--- src/rtl/rr_arbiter_n_if.sv ---
// Request/grant bundle between the requesters and rr_arbiter_n.
// master = requester side, slave = arbiter side.
interface rr_arbiter_n_if #(
  parameter int N = 4
) ();
  localparam int IW = $clog2(N);

  logic [N-1:0]  REQ;
  logic          ACK;
  logic [N-1:0]  GRANT;
  logic [IW-1:0] GRANT_ID;
  logic          GRANT_VLD;
  logic          TOUT;

  modport master (
    output REQ, ACK,
    input  GRANT, GRANT_ID, GRANT_VLD, TOUT
  );

  modport slave (
    input  REQ, ACK,
    output GRANT, GRANT_ID, GRANT_VLD, TOUT
  );
endinterface

--- src/rtl/rr_arbiter_n.sv ---
// Round-robin arbiter for N requesters. Each grant ends on ACK, on request drop,
// or after QUANTA cycles, and then rotates directly to the next requester.
module rr_arbiter_n #(
  parameter int N      = 4,
  parameter int QUANTA = 4
) (
  input  logic          CLK,
  input  logic          RSTN,
  rr_arbiter_n_if.slave bus
);
  localparam int          IW       = $clog2(N);
  localparam int          CW       = (QUANTA > 1) ? $clog2(QUANTA) : 1;
  localparam int unsigned NU       = N;
  localparam logic [CW-1:0] CNT_LAST = CW'(QUANTA - 1);
  localparam logic [IW-1:0] PTR_INIT = IW'(N - 1);
  localparam logic [N-1:0]  ONE      = N'(1);

  typedef enum logic {IDLE, BUSY} state_e;

  typedef struct packed {
    logic          found;
    logic [IW-1:0] idx;
  } pick_t;

  state_e        state_q, state_d;
  logic [N-1:0]  grant_q, grant_d;
  logic [IW-1:0] id_q, id_d;
  logic          vld_q, vld_d;
  logic          tout_q, tout_d;
  logic [CW-1:0] cnt_q, cnt_d;
  logic [IW-1:0] last_q, last_d;

  logic  expire;
  logic  rel;
  pick_t nxt;

  // First requester strictly after 'from', wrapping, with 'from' itself checked last.
  function automatic pick_t pick(input logic [N-1:0] req, input logic [IW-1:0] from);
    pick_t       r;
    int unsigned idx;
    r = '0;
    for (int unsigned k = 1; k <= NU; k++) begin
      idx = (32'(from) + k) % NU;
      if (!r.found && req[idx[IW-1:0]]) begin
        r.found = 1'b1;
        r.idx   = idx[IW-1:0];
      end
    end
    return r;
  endfunction

  always_ff @(posedge CLK or negedge RSTN) begin
    if (!RSTN) begin
      state_q <= IDLE;
      grant_q <= '0;
      id_q    <= '0;
      vld_q   <= 1'b0;
      tout_q  <= 1'b0;
      cnt_q   <= '0;
      last_q  <= PTR_INIT;
    end else begin
      state_q <= state_d;
      grant_q <= grant_d;
      id_q    <= id_d;
      vld_q   <= vld_d;
      tout_q  <= tout_d;
      cnt_q   <= cnt_d;
      last_q  <= last_d;
    end
  end

  always_comb begin
    state_d = state_q;
    grant_d = grant_q;
    id_d    = id_q;
    vld_d   = vld_q;
    cnt_d   = cnt_q;
    last_d  = last_q;
    tout_d  = 1'b0;

    expire = (cnt_q == CNT_LAST);
    rel    = bus.ACK | expire | ~bus.REQ[id_q];
    // While busy the scan starts after the holder; last_q tracks it for the idle case.
    nxt    = pick(bus.REQ, (state_q == BUSY) ? id_q : last_q);

    unique case (state_q)
      IDLE: begin
        cnt_d = '0;
        if (nxt.found) begin
          state_d = BUSY;
          grant_d = ONE << nxt.idx;
          id_d    = nxt.idx;
          vld_d   = 1'b1;
          last_d  = nxt.idx;
        end
      end
      BUSY: begin
        if (!rel) begin
          cnt_d = cnt_q + 1'b1;
        end else begin
          tout_d = expire & ~bus.ACK & bus.REQ[id_q];
          cnt_d  = '0;
          if (nxt.found) begin
            grant_d = ONE << nxt.idx;
            id_d    = nxt.idx;
            last_d  = nxt.idx;
          end else begin
            state_d = IDLE;
            grant_d = '0;
            id_d    = '0;
            vld_d   = 1'b0;
          end
        end
      end
      default: ;
    endcase
  end

  always_comb begin
    bus.GRANT     = grant_q;
    bus.GRANT_ID  = id_q;
    bus.GRANT_VLD = vld_q;
    bus.TOUT      = tout_q;
  end

  a_onehot: assert property (@(posedge CLK) disable iff (!RSTN) $onehot0(grant_q));
  a_vld:    assert property (@(posedge CLK) disable iff (!RSTN) vld_q == |grant_q);
  a_id:     assert property (@(posedge CLK) disable iff (!RSTN) !vld_q || grant_q[id_q]);
  a_cnt:    assert property (@(posedge CLK) disable iff (!RSTN) cnt_q <= CNT_LAST);
  a_idle:   assert property (@(posedge CLK) disable iff (!RSTN) (state_q == IDLE) -> (cnt_q == '0 && !vld_q));
endmodule

--- src/flat_wrapper.sv ---
// flat-port wrapper written by rule: the top's interface ports become plain ports
module rr_arbiter_n_flat 
#(
  parameter int N      = 4,
  parameter int QUANTA = 4
)
  (CLK, RSTN, bus_REQ, bus_ACK, bus_GRANT, bus_GRANT_ID, bus_GRANT_VLD, bus_TOUT);
  rr_arbiter_n_if #(.N(N)) bus_i ();
  input  logic CLK;
  input  logic RSTN;
  input wire logic [$bits(bus_i.REQ)-1:0] bus_REQ;
  input wire logic [$bits(bus_i.ACK)-1:0] bus_ACK;
  output wire logic [$bits(bus_i.GRANT)-1:0] bus_GRANT;
  output wire logic [$bits(bus_i.GRANT_ID)-1:0] bus_GRANT_ID;
  output wire logic [$bits(bus_i.GRANT_VLD)-1:0] bus_GRANT_VLD;
  output wire logic [$bits(bus_i.TOUT)-1:0] bus_TOUT;
  assign bus_i.REQ = bus_REQ;
  assign bus_i.ACK = bus_ACK;
  assign bus_GRANT = bus_i.GRANT;
  assign bus_GRANT_ID = bus_i.GRANT_ID;
  assign bus_GRANT_VLD = bus_i.GRANT_VLD;
  assign bus_TOUT = bus_i.TOUT;
  rr_arbiter_n #(.N(N), .QUANTA(QUANTA)) u_core (.CLK(CLK), .RSTN(RSTN), .bus(bus_i));
endmodule
--- config.mk ---
export PLATFORM = sky130hd
export DESIGN_NAME = rr_arbiter_n_flat
export DESIGN_NICKNAME = d
export VERILOG_FILES = /design/src/rtl/rr_arbiter_n_if.sv /design/src/rtl/rr_arbiter_n.sv /design/src/flat_wrapper.sv
export SDC_FILE = /design/constraint.sdc
export NUM_CORES = 1
export LEC_CHECK = 0
export ABC_AREA = 1
export ABC_CLOCK_PERIOD_IN_PS = 1500
export CELL_PAD_IN_SITES_DETAIL_PLACEMENT = 0
export CELL_PAD_IN_SITES_GLOBAL_PLACEMENT = 1
export CORE_MARGIN = 2
export CORE_UTILIZATION = 32
export CTS_CLUSTER_DIAMETER = 40
export CTS_CLUSTER_SIZE = 24
export DETAILED_ROUTE_END_ITERATION = 10
export HOLD_SLACK_MARGIN = 0.08
export PLACE_DENSITY = 0.73
export SLEW_MARGIN = 20
export SYNTH_ARGS = -nofsm -noshare
export SYNTH_HDL_FRONTEND = slang
export SYNTH_SLANG_ARGS = --single-unit
export TNS_END_PERCENT = 30
--- constraint.sdc ---
create_clock -name CLK -period 1.5 [get_ports CLK]
set_input_delay 0.3 -clock CLK [delete_from_list [all_inputs] [get_ports CLK]]
set_output_delay 0.3 -clock CLK [all_outputs]
set_load 0.005 [all_outputs]
==> impl_metrics.yaml <==
logic_synthesis:
  synth_mux_area_share_pct: 0
  syn_area_per_cell_um2: 6.85
  ys_ff_latch: 13
  synth_top_family_by_area: "simple AND/OR/NAND/NOR gates"
  synth_compound_area_share_pct: 7.83
  yosys.area_share.simple_pct: 45.4
  synth_xor_xnor_area_share_pct: 0
  synth_cell_type_count: 20
  synth_largest_area_cell: "dfrtp_1"
  synthTopCellsByArea: "dfrtp_1 32%, nand2_1 20%, nand2_2 9.4%"
  ys_seq_area_share_pct: 38.0
  syn_nets: 134
  synth_top_area_share_pct: 31.9
  synth_adder_area_share_pct: 1.45
  synth_warnings: 0
  netlist_area_um2: 863
  synthCells: 126
global_routing:
  grt.total_usage_pct: 15.5
  grt_pass1_wl_mm: 3.86
  antenna_found_initial: 0
  grt.overflow.total: 0
  grt_max_degree: 14
  grt_pass1_vias: 931
floorplanning:
  die_h_um: 55.9
  rows: 18
  io_pins: 15
  die_area_um2: 3130
  initial_core_util_pct: 34.2
  core-area_um2: 2520
  fp.dieW_um: 55.9
final_layout:
  fin_nets: 173
  stdcell_count: 194
  syn_to_final_growth_pct: 49.3
  drive_above_1_share_pct: 40.2
  diodes: 0
  n_fill_cell: 261
sta:
  fin_skew_ns: 0.00863
  fin_crit_sh_pct: 116
  setup_violations: 9
  final_hold_viol_count: 0
  timing.hold.ws_ns: 0.319
  timing.final.ws_setup_ns: -0.236
  tightest_slew_ns: 0.316
  rsz0062_at_grt: "true"
  drv_slew: 0
  slew_headroom_pct: 78.4
  min_period_ns: 1.74
  fmax_ghz: 0.576
worst_hold_path:
  hold_path_class: "input pin to async pin"
cts:
  cts_hold_buf: 0
  ctsHtreeMaxLevel: 1
  cts_buffers: 3
  cts_buffer_depth: 2
  ctsRootBufferMaster: "clkbuf_4"
  clock_latency_ns: 0.27
  clock_sinks: 13
  clk_pin_slew_ns: 0.08
  cts_tree: "yes"
detailed_routing:
  first_iter_violations: 14
  drt.antenna.violating_nets: 0
  wl_per_cell_um: 11.1
  dr.pass1.iters: 4
  postRouteWirelength_mm: 2.14
  via_per_inst: 4.61
  vias: 894
  drc_errors: 0
worst_setup_path:
  cp.depth: 12
  crit_path_max_fanout: 7
  cp_cell_sequence: "inv_4 > nand2_2 > nand2_4 > nand2_1 > nand2_1 > nor2_2 > nor2_4 > nand4_1 > nand2_2 > inv_2 > nand3_1 > nand2_1"
  cp_common_cell: "nand2_1"
  slowest_delay_ns: 0.47
  cp.required_ns: 1.66
  crit_type: "flop to flop"
  cp_num_buf_inv: 2
  r2r_cells: 12
  critPathLaunchType: "flop"
  cpLargestDelayFamily: "simple AND/OR/NAND/NOR gates"
  slowest_stage: "dfrtp_2"
  arrival_ns: 1.90
  worstSetupEndpointType: "flop"
pwr:
  leakagePower_nw: 0.667
  peakVddDrop_uv: 1190
  powerDensity_nw_per_um2: 2460
place:
  dp.final_hpwl_mm: 1.63
  globalplace.congestion: 0.844
  dp.cells: 185
  dpl_worst_slack_ns: -0.359
  portBuffers: 14
status:
  violations: "negative setup slack"
  status: "complete, but fails checks"
job:
  cap_violations: 0
## report_power, final
group | total (W) | switching (W) | internal (W)
Sequential | 0.000609 | 0.0000886 | 0.000520
Clock | 0.000212 | 0.000109 | 0.000103
Combinational | 0.00235 | 0.00134 | 0.00101
## metrics by stage
stage               total power [W]  area, um^2  utilization, %  setup TNS [ns]
finish                      0.00317        1290            51.1           -1.66
global route                0.00353        1290            51.1           -3.32
floorplan                   0.00198         888               -          -0.282
detailed placement          0.00269        1180            46.7           -3.53
global placement            0.00269        1180            46.7           -3.26
CTS                         0.00304        1250            49.7           -1.87
## cell type report
cell class	count	area, um^2	area share (%)
clock buffers	4	26.3	2.04
flip-flops and latches	13	329	25.5
repair buffers	34	288	22.3
well taps	30	37.5	2.91
multi-input cells	96	542	42.0
inverters	17	66.3	5.15
## registers in the layout (all words and copies together) (netlist names)
name and flops:
u_core.bus.GRANT_ID 2, u_core.bus.GRANT 4, u_core.bus.GRANT_VLD 1, u_core.bus.TOUT 1, u_core.state_q 1, u_core.last_q 2, u_core.cnt_q 2
## routing by layer
layer  vias to the layer above  global-route usage [%]  part of all wire, %
met4                         0                    7.82                  1.4
met5                         -                       0                    0
li1                        470                       -                    -
met2                        12                    26.0                   48
met1                       408                    19.3                   49
met3                         4                    2.09                  2.1
## cell usage after synthesis (all sizes together)
library cell,n
a2111oi,1
a21oi,2
a31oi,1
dfrtp,11
dfstp,2
ha,1
inv,17
nand2,60
nand3,10
nand4,2
nor2,11
o21ai,7
o21bai,1
## cell usage in the layout, fill, tap and decap left out, drive strengths merged
cell and instances:
nand2 60, buf 20, inv 17, clkdlybuf4s50 12
dfrtp 11, nor2 11, nand3 10, o21ai 7
clkbuf 4, a21oi 2, nand4 2, dlygate4sd2 2
dfstp 2, a2111oi 1, a31oi 1, o21bai 1
ha 1
## worst reg2reg max path: stages, from the launching register on
cell	delay, ns
dfrtp_2	0.47
inv_4	0.11
nand2_2	0.08
nand2_4	0.10
nand2_1	0.09
nand2_1	0.11
nor2_2	0.06
nor2_4	0.15
nand4_1	0.15
nand2_2	0.14
inv_2	0.06
nand3_1	0.06
nand2_1	0.05
## logic make-up after synthesis
logic type / count (synthesis)
simple gates: 83
buf+inv: 17
flops: 13
compound gates: 12
fa+ha+maj: 1
## final timing paths
path	slack (ns)	startpoint	to
max in group asynchronous	0.94	RSTN	u_core.last_q[0]
max reg2reg	-0.24	u_core.state_q	u_core.bus.GRANT[2]
max	-0.24	u_core.state_q	u_core.bus.GRANT[2]
min	0.32	RSTN	u_core.bus.GRANT_ID[0]
min in group CLK	0.43	u_core.cnt_q[0]	u_core.cnt_q[0]
min reg2reg	0.43	u_core.cnt_q[0]	u_core.cnt_q[0]
## what timing repair did
item / CTS / global route
setup buffers: 4 / 1
resized for setup: 9 / 11
gates cloned: 0 / 0
hold endpoints to repair: 0 / 0
endpoints found under the setup margin: 12 / 12
pin swaps: 6 / 3
No activity file was read; power rests on OpenSTA's default activity.
